<file path="src/rtl/dmem_wait_ctrl_pkg.sv">
// rtl/dmem_wait_ctrl_pkg.sv - shared FSM encoding, counter width and defaults for dmem_wait_ctrl
package dmem_wait_ctrl_pkg;

  // Width of the access / drain down-counters (WAIT_STATES up to 15).
  localparam int CNT_W               = 4;
  localparam int DEFAULT_WAIT_STATES = 2;

  typedef enum logic [1:0] {
    ST_IDLE = 2'd0,
    ST_BUSY = 2'd1,
    ST_DONE = 2'd2
  } state_e;

  // Loads always fetch the full word; stores use the requested lanes.
  function automatic logic [3:0] access_lanes(input logic is_load, input logic [3:0] be);
    return is_load ? 4'hF : be;
  endfunction

endpackage

</file>
<file path="src/rtl/dmem_wait_cnt.sv">
// rtl/dmem_wait_cnt.sv - loadable 4-bit down-counter with zero flag
// Ports:
//   clk        system clock, rising edge
//   rst_n      asynchronous active-low reset (count cleared)
//   load_i     load load_val_i (has priority over dec_i)
//   load_val_i value to load
//   dec_i      decrement by one; holds at zero, never wraps
//   zero_o     1 when the count is zero
module dmem_wait_cnt
  import dmem_wait_ctrl_pkg::*;
(
  input  logic             clk,
  input  logic             rst_n,
  input  logic             load_i,
  input  logic [CNT_W-1:0] load_val_i,
  input  logic             dec_i,
  output logic             zero_o
);

  logic [CNT_W-1:0] cnt_q, cnt_d;

  always_comb begin
    cnt_d = cnt_q;
    if (load_i) begin
      cnt_d = load_val_i;
    end else if (dec_i && (cnt_q != '0)) begin
      cnt_d = cnt_q - CNT_W'(1);
    end
  end

  always_ff @(posedge clk or negedge rst_n) begin
    if (!rst_n) begin
      cnt_q <= '0;
    end else begin
      cnt_q <= cnt_d;
    end
  end

  assign zero_o = (cnt_q == '0);

endmodule

</file>
<file path="src/rtl/dmem_wait_ctrl.sv">
// rtl/dmem_wait_ctrl.sv - MEM-stage data-memory responder driving a fixed-latency RAM and the dmem_wait stall
// Optional feature macro: DMEM_WBUF_EN (one-entry posted write buffer).
// Ports:
//   clk, rst              clock (rising edge), asynchronous active-low reset
//   enable                global run enable; gates new launches only
//   MemRead, MemWrite     level requests from MEM stage (MemRead wins if both set)
//   Address, WriteData    request byte address and store data
//   ByteEn                store byte lanes
//   ReadData              load result, valid in the cycle dmem_wait falls, held until next load
//   dmem_wait             pipeline freeze, combinational from the request in IDLE
//   ram_cs, ram_we        RAM select / write strobe, registered, held for the whole access
//   ram_addr, ram_wdata   registered address / store data
//   ram_be                registered lanes (4'hF for loads)
//   ram_rdata             RAM read data, sampled at the end of the last BUSY cycle
module dmem_wait_ctrl
  import dmem_wait_ctrl_pkg::*;
#(
  parameter int WAIT_STATES = DEFAULT_WAIT_STATES,
  parameter int AW          = 32
) (
  input  logic          clk,
  input  logic          rst,
  input  logic          enable,
  input  logic          MemRead,
  input  logic          MemWrite,
  input  logic [AW-1:0] Address,
  input  logic [31:0]   WriteData,
  input  logic [3:0]    ByteEn,
  output logic [31:0]   ReadData,
  output logic          dmem_wait,
  output logic          ram_cs,
  output logic          ram_we,
  output logic [AW-1:0] ram_addr,
  output logic [31:0]   ram_wdata,
  output logic [3:0]    ram_be,
  input  logic [31:0]   ram_rdata
);

  localparam logic [CNT_W-1:0] LAUNCH_CNT = CNT_W'(WAIT_STATES - 1);

  state_e        state_q, state_d;
  logic          ram_cs_q, ram_cs_d;
  logic          ram_we_q, ram_we_d;
  logic [AW-1:0] ram_addr_q, ram_addr_d;
  logic [31:0]   ram_wdata_q, ram_wdata_d;
  logic [3:0]    ram_be_q, ram_be_d;
  logic [31:0]   rdata_q, rdata_d;

  logic req;
  logic launch;      // start a stalling access this cycle
  logic post;        // accept a store into the write buffer this cycle
  logic capture;     // last BUSY cycle of a load
  logic cnt_zero;
  logic wb_busy;     // write buffer is draining
  logic drain_done;  // last drain cycle

  // Gating with rst keeps dmem_wait low while reset is held, even with a request pending.
  assign req = rst & enable & (MemRead | MemWrite);

  always_comb begin
    state_d   = state_q;
    dmem_wait = 1'b0;
    launch    = 1'b0;
    post      = 1'b0;
    capture   = 1'b0;
    case (state_q)
      ST_IDLE: begin
        if (req) begin
          if (wb_busy) begin
            dmem_wait = 1'b1;
`ifdef DMEM_WBUF_EN
          end else if (!MemRead) begin
            post = 1'b1;
`endif
          end else begin
            dmem_wait = 1'b1;
            launch    = 1'b1;
            state_d   = ST_BUSY;
          end
        end
      end
      ST_BUSY: begin
        dmem_wait = 1'b1;
        if (cnt_zero) begin
          capture = ~ram_we_q;
          state_d = ST_DONE;
        end
      end
      // The request still held by the finishing instruction is ignored here.
      ST_DONE: state_d = ST_IDLE;
      default: state_d = ST_IDLE;
    endcase
  end

  dmem_wait_cnt u_access_cnt (
    .clk        (clk),
    .rst_n      (rst),
    .load_i     (launch),
    .load_val_i (LAUNCH_CNT),
    .dec_i      (state_q == ST_BUSY),
    .zero_o     (cnt_zero)
  );

`ifdef DMEM_WBUF_EN
  // Drain runs WAIT_STATES+1 cycles after the post: counts WAIT_STATES..0.
  localparam logic [CNT_W-1:0] DRAIN_CNT = CNT_W'(WAIT_STATES);

  logic wb_busy_q, wb_busy_d;
  logic drain_zero;

  assign wb_busy    = wb_busy_q;
  assign drain_done = wb_busy_q & drain_zero;

  always_comb begin
    wb_busy_d = wb_busy_q;
    if (post) begin
      wb_busy_d = 1'b1;
    end else if (drain_done) begin
      wb_busy_d = 1'b0;
    end
  end

  always_ff @(posedge clk or negedge rst) begin
    if (!rst) begin
      wb_busy_q <= 1'b0;
    end else begin
      wb_busy_q <= wb_busy_d;
    end
  end

  dmem_wait_cnt u_drain_cnt (
    .clk        (clk),
    .rst_n      (rst),
    .load_i     (post),
    .load_val_i (DRAIN_CNT),
    .dec_i      (wb_busy_q),
    .zero_o     (drain_zero)
  );
`else
  assign wb_busy    = 1'b0;
  assign drain_done = 1'b0;
`endif

  // RAM side: raised at the launch edge, dropped at the edge leaving DONE (or end of drain),
  // so the select covers the BUSY cycles plus the DONE cycle.
  always_comb begin
    ram_cs_d    = ram_cs_q;
    ram_we_d    = ram_we_q;
    ram_addr_d  = ram_addr_q;
    ram_wdata_d = ram_wdata_q;
    ram_be_d    = ram_be_q;
    rdata_d     = rdata_q;
    if (launch || post) begin
      ram_cs_d    = 1'b1;
      ram_we_d    = ~MemRead;
      ram_addr_d  = Address;
      ram_wdata_d = WriteData;
      ram_be_d    = access_lanes(MemRead, ByteEn);
    end else if ((state_q == ST_DONE) || drain_done) begin
      ram_cs_d = 1'b0;
      ram_we_d = 1'b0;
    end
    if (capture) begin
      rdata_d = ram_rdata;
    end
  end

  always_ff @(posedge clk or negedge rst) begin
    if (!rst) begin
      state_q     <= ST_IDLE;
      ram_cs_q    <= 1'b0;
      ram_we_q    <= 1'b0;
      ram_addr_q  <= '0;
      ram_wdata_q <= '0;
      ram_be_q    <= '0;
      rdata_q     <= '0;
    end else begin
      state_q     <= state_d;
      ram_cs_q    <= ram_cs_d;
      ram_we_q    <= ram_we_d;
      ram_addr_q  <= ram_addr_d;
      ram_wdata_q <= ram_wdata_d;
      ram_be_q    <= ram_be_d;
      rdata_q     <= rdata_d;
    end
  end

  assign ram_cs    = ram_cs_q;
  assign ram_we    = ram_we_q;
  assign ram_addr  = ram_addr_q;
  assign ram_wdata = ram_wdata_q;
  assign ram_be    = ram_be_q;
  assign ReadData  = rdata_q;

endmodule

</file>
<file path="config.mk">
export PLATFORM = sky130hd
export DESIGN_NAME = dmem_wait_ctrl
export DESIGN_NICKNAME = d
export VERILOG_FILES = /design/src/rtl/dmem_wait_ctrl_pkg.sv /design/src/rtl/dmem_wait_cnt.sv /design/src/rtl/dmem_wait_ctrl.sv
export SDC_FILE = /design/constraint.sdc
export NUM_CORES = 1
export LEC_CHECK = 0
export BUFFER_PORTS_ARGS = -buffer_cell sky130_fd_sc_hd__clkbuf_2
export CAP_MARGIN = 20
export CELL_PAD_IN_SITES_DETAIL_PLACEMENT = 1
export CELL_PAD_IN_SITES_GLOBAL_PLACEMENT = 1
export CORE_ASPECT_RATIO = 1.2
export CORE_UTILIZATION = 29
export CTS_BUF_LIST = sky130_fd_sc_hd__clkbuf_16
export DETAILED_ROUTE_END_ITERATION = 7
export PLACE_DENSITY = 0.64
export SLEW_MARGIN = 20
export SYNTH_ARGS = -nofsm -noshare
export SYNTH_HDL_FRONTEND = slang
export SYNTH_SLANG_ARGS = --single-unit
</file>
<file path="constraint.sdc">
create_clock -name clk -period 3.28 [get_ports clk]
set_clock_uncertainty 0.1 [all_clocks]
set_input_delay 0.656 -clock clk [delete_from_list [all_inputs] [get_ports clk]]
set_output_delay 0.656 -clock clk [all_outputs]
set_load 0.03 [all_outputs]
</file>
==> impl_results.md, run 1 <==
* Layout cells sized above 1 at 68.1%
* Critical path startpoint category: flop
* CP Class: reg2out
* Max Cap Viol at 0
* Largest net degree at the start of global routing at 56
* DP HPWL at 7790 µm
* Sequential element share of the synthesized area at 64.8%
* Fmax at 365 MHz
* Sw power at 2800 µW
* DRT iter0 DRCs at 99
* Worst vdd ir at 0.000479 V
* Setup_tns at 0 ns
* Post-CTS sizing at 0
* Flops & latches, synth at 108
* 1st-pass router iterations at 6
* Post-synth EDFFs at 0
* CP max FO at 9
* Warnings, synthesis at 0
* Hold Vio Cnt, Final at 0
* Power Dens Cells at 1130 nW/µm²
* Die area at 14900 µm²
* Vias after detailed routing at 2949
* Routability cong. at 0.700
* Post-synth top flop: dfrtp_1
* CTS Buf Count at 9
* Core region area at 13900 µm²
* Hold_buf cts at 0
* Total grt overflow at 0
* Total track usage at 14.2%
* Post-layout min period at 2.74 ns
* Clock transition at path regs at 0.08 ns
* IO Port Bufs at 207
* CP required at 2.52 ns
* Netlist cell types at 24
* Post-synthesis cell area at 4170 µm²
* Starting Density at 29.9%
* Mean routed wirelength per cell at 15.6 µm
* Area growth syn-to-layout at 35.0%
* Largest area contributor in the netlist: dfrtp_1
* Worst EP arrival at 1.99 ns
* Standard-cell rows at 47
* Worst slew pin tran at 0.696 ns
* Routed Wire Length at 10100 µm
* Post-CTS Setup Repair Bufs at 0
* Final core occ at 40.4%
* Post-synth ARST share at 100%
* Clock Root Buffer: clkbuf_16
* CTS tree: built
* Chip Width at 112 µm
* Final setup fails at 0
* Vias in the first global route at 3262
* Post-Syn Instances at 262
* Outcome: finished, violations left
* Synthesized area per cell at 15.9 µm²
* # diodes at 0
* Failing checks: design-rule violations
* Int Power at 3550 µW
* Worst-case clock buffer depth at 2
* Period utilisation layout at 83.6%
* Vias per std cell at 4.54
* Most frequent cell after synthesis: dfrtp_1
* # DRC at 17
* Clock Latency Late Sink at 0.35 ns
* Clk pwr share at 15.7%
* Sequential share of power at 37.0%
* Initial antenna violation count at 0
* Routed Antenna Nets at 0
* Synth top area share at 64.8%
* Synth top area cells: dfrtp_1, mux2_2, buf_6
* DIE HEIGHT at 133 µm
* Crit path capture type: output port
* Gate power share at 47.3%
* Post-synth top cells: dfrtp_1, mux2_2, o21ai_0, buf_6, nor2_1
* Lkg Pwr at 0.00281 µW
* Net Count, Synth at 369
* RSZ-0062 raised after global routing: no
* Switching Share at 44.1%
* Max-slew headroom at 53.6%
* Max-slew violation count at 0
* Worst hold path type: in2async
* First-pass GRT wire length at 16500 µm
* Clock sink count at 108
* Number of H-tree levels at 3
* I/O Pins at 208
* Layout Nets at 581
==> power groups by stage <==
stage / sequential, µW / clock (µW) / combinational [µW]
after floorplan: 3610 / 0 / 849
after global placement: 2340 / 0 / 3000
after detailed placement: 2390 / 0 / 3050
after CTS: 2370 / 1040 / 3050
after global routing: 2450 / 1090 / 3180
final: 2350 / 998 / 3000
==> critical path, cell delays in order, from the launching register on <==
cell and delay, ns:
dfrtp_1 0.41, nand4bb_1 0.43, or2_2 0.50, nand2_1 0.08, clkbuf_2 0.21
==> cell families (layout without fill, tap and decap cells) <==
family | Yosys count | count (layout) | synth area share (%)
AOI/OAI and AO/OA | 17 | 17 | 2.10
adders and majority gates | 2 | 2 | 0.600
buffers and inverters | 14 | 231 | 2.91
DFF | 108 | 108 | 64.8
muxes | 98 | 98 | 26.4
and+or+nand+nor | 23 | 23 | 3.24
==> sequential cells by signal, summed over array words and instances, names as in the netlist <==
name,flops
ReadData,32
ram_addr,32
ram_wdata,32
ram_be,4
u_access_cnt.cnt_q,4
state_q,2
ram_cs,1
ram_we,1
==> routing by layer <==
layer / routed length [µm] / global-route usage [%]
met1: 3880 / 16.2
met2: 5220 / 24.7
met3: 833 / 4.32
met4: 209 / 5.86
met5: 0 / 0
==> worst paths after layout <==
| check | slack (ns) | from | to | cells past startpoint |
|---|---|---|---|---|
| max reg2reg | 1.03 | u_access_cnt.cnt_q[0] | ReadData[25] | 6 |
| min | 0.39 | rst | ram_wdata[10] | 2 |
| max | 0.54 | state_q[1] | dmem_wait | 4 |
| min reg2reg | 0.39 | ReadData[10] | ReadData[10] | 1 |
| max in group asynchronous | 1.52 | rst | ReadData[20] | 3 |
| min in group clk | 0.39 | ReadData[10] | ReadData[10] | 1 |
==> through the flow <==
step | area, µm² | total power (µW) | setup slack (ns) | cells | hold slack, ns
2_1_floorplan | 4170 | 4460 | 0.942 | 262 | 0.260
6_report | 5630 | 6350 | 0.537 | 650 | 0.385
5_1_grt | 5630 | 6720 | 0.403 | 650 | 0.420
4_1_cts | 5630 | 6460 | 0.519 | 650 | 0.400
3_5_place_dp | 5360 | 5440 | 0.618 | 634 | 0.382
3_3_place_gp | 5360 | 5340 | 0.673 | 634 | 0.369
==> final cells by class <==
type,instances,area (µm²)
Clock buffer,9,225
Clock inverter,7,43.8
Fill cell,1540,8300
Inverter,2,7.51
Multi-Input combinational cell,140,1360
Sequential cell,108,2700
Tap cell,171,214
Timing Repair Buffer,213,1080
==> placed cells by master (no fill, tap or decap), drive strengths merged, types with 2 or more instances in the layout <==
master and count:
nand3 2, nor2 7, buf 7, a21oi 2
clkinvlp 3, ha 2, inv 4, nor3 3
nand2b 2, dfrtp 108, nand2 3, mux2 96
o21ai 14, clkbuf 215, mux2i 2, clkinv 2
Note: power is estimated with default switching activity, not from simulation.
==> run 2: changes to the inputs <==
Clock period 3.28 ns to 2.71 ns, I/O delays scaled along.
==> run 2 against run 1 <==
Register-to-register slack worse by 0.56 ns. Sequential cell count is the same. Highest routed layer unchanged. Via count is 0.41% lower. The run still ends with design-rule violations left. Die area stayed put. Largest cell class unchanged.
==> impl_results.md, run 2 (synthesis results as in run 1) <==
* Clock Root Buffer: clkbuf_16
* Vias in the first global route at 3175 (-2.7%)
* Worst setup endpoint: dmem_wait
* DRT iter0 DRCs at 116 (+17%)
* CP cell instances: nand4bb_1 -> or2_2 -> nand2_1 -> clkbuf_2
* CP Class: reg2out
* Clock Latency Late Sink at 0.34 ns (about the same)
* Critical path startpoint category: flop
* Worst hold path type: in2async
* Chip Width at 112 µm (unchanged)
* Worst slew pin tran at 0.697 ns (+0.00113 ns)
* Clk pwr share at 15.6% (about the same)
* Hold_buf cts at 0 (unchanged)
* Vias after detailed routing at 2937 (-0.41%)
* Final core occ at 40.5% (+0.099 points)
* Sequential share of power at 36.9% (about the same)
* First-pass GRT wire length at 16300 µm (-1.0%)
* I/O Pins at 208 (unchanged)
* Largest net degree at the start of global routing at 55 (-1.8%)
* Power Dens Cells at 1360 nW/µm² (+21%)
* Setup_tns at 0 ns (unchanged)
* Int Power at 4310 µW (+21%)
* Total track usage at 14.2% (about the same)
* Layout Nets at 581 (unchanged)
* Reg2reg end: ReadData[14]
* 1st-pass router iterations at 6 (unchanged)
* Hold Vio Cnt, Final at 0 (unchanged)
* Total grt overflow at 0 (unchanged)
* Post-CTS sizing at 0 (unchanged)
* Die area at 14900 µm² (unchanged)
* Period utilisation layout at 84.8%
* Worst-case clock buffer depth at 2 (unchanged)
* Switching Share at 43.9% (-0.15 points)
* Routability cong. at 0.720 (+2.8%)
* Clock sink count at 108 (unchanged)
* RR Startpoint: u_access_cnt.cnt_q[0]
* IO Port Bufs at 207 (unchanged)
* Initial antenna violation count at 0 (unchanged)
* Reg2Reg Setup Slack at 0.47 ns (-0.56 ns)
* CTS Buf Count at 9 (unchanged)
* Area used by multi-input combinational logic at 1360 µm² (unchanged)
* Area growth syn-to-layout at 35.3%
* Fill cells at 1521 (-1.2%)
* Worst EP arrival at 1.66 ns (-0.33 ns)
* Outcome: finished, violations left
* Number of H-tree levels at 3 (unchanged)
* Lkg Pwr at 0.00282 µW (+0.35%)
* # diodes at 0 (unchanged)
* CP required at 2.07 ns (-0.45 ns)
* Post-Layout Cell Count at 650 (unchanged)
* Final setup fails at 0 (unchanged)
* Gate power share at 47.5% (+0.2 points)
* Placed insts at 634 (unchanged)
* Starting Density at 29.9% (unchanged)
* Sw power at 3370 µW (+21%)
* Failing checks: design-rule violations
* Clock transition at path regs at 0.07 ns (about the same)
* CTS tree: built
* Worst vdd ir at 0.000538 V (+12%)
* Mean routed wirelength per cell at 15.1 µm (-3.3%)
* # DRC at 17 (unchanged)
* Max-slew headroom at 53.5% (-0.075 points)
* Register area at 2700 µm² (unchanged)
* Vias per std cell at 4.52 (-0.41%)
* Standard-cell rows at 47 (unchanged)
* RSZ-0062 raised after global routing: no
* Post-layout min period at 2.30 ns
* Core region area at 13900 µm² (unchanged)
* Max-slew violation count at 0 (unchanged)
* Hold slack at 0.261 ns (-0.124 ns)
* Worst reg2reg path depth at 6 (unchanged)
* Most common cell after layout, fill and taps aside: clkbuf_2
* Area after DPL at 5380 µm² (+0.23%)
* Layout cells sized above 1 at 68.1% (unchanged)
* Fmax at 435 MHz
* Routed Wire Length at 9810 µm (-3.3%)
* CP max FO at 9 (unchanged)
* CP startpoint: state_q[1]
* DIE HEIGHT at 133 µm (unchanged)
* Slowest stage delay, CP at 0.41 ns (-0.09 ns)
* Max Cap Viol at 0 (unchanged)
* DP HPWL at 7530 µm (-3.4%)
* Design Area, Final at 5650 µm² (+0.24%)
* Routed Antenna Nets at 0 (unchanged)
* Post-CTS Setup Repair Bufs at 0 (unchanged)
* Commonest cells after routing, fill and taps aside: clkbuf_2, dfrtp_1, mux2_2
* Crit path capture type: output port
* Slowest-stage cell, CP: dfrtp_1
## run 2: final cells by class
cell class / count / area share (%)
repair buffers: 213 / 19.4
flip-flops and latches: 108 / 47.9
well taps: 171 / 3.79
multi-input cells: 140 / 24.0
clock inverters: 7 / 0.798
clock buffers: 9 / 3.99
inverters: 2 / 0.133
## run 2: per-layer routing
metal	routed length, µm	part of all wire [%]	GRT usage [%]
met2	4970	51	23.7
met4	214	2.2	6.08
met1	3630	37	16.6
met3	998	10	4.91
met5	0	0	0
## run 2: worst max-delay path, delay by kind of cell (launching register included)
| kind | cells | cell delay, ns |
|---|---|---|
| simple gates | 3 | 0.70 |
| buf+inv | 1 | 0.20 |
| flops | 1 | 0.41 |
## run 2: worst min path at each step
stage	slack, ns	end
floorplan	0.15	ReadData[0]
finish	0.26	u_access_cnt.cnt_q[1]
global placement	0.37	ReadData[10]
detailed placement	0.38	ram_cs
global route	0.31	ReadData[18]
CTS	0.30	u_access_cnt.cnt_q[1]
## run 2: stage by stage
stage	power [µW]	setup slack [ns]
after floorplan	5390	0.600
after global placement	6470	0.445
after detailed placement	6580	0.428
after CTS	7810	0.367
after global routing	8160	0.294
final	7680	0.413
## run 2: power by group through the flow
stage | logic [µW] | registers [µW] | clock network [µW]
after global placement | 3640 | 2830 | 0
after detailed placement | 3700 | 2870 | 0
after CTS | 3710 | 2850 | 1260
after global routing | 3880 | 2960 | 1320
after floorplan | 1030 | 4360 | 0
final | 3650 | 2840 | 1200
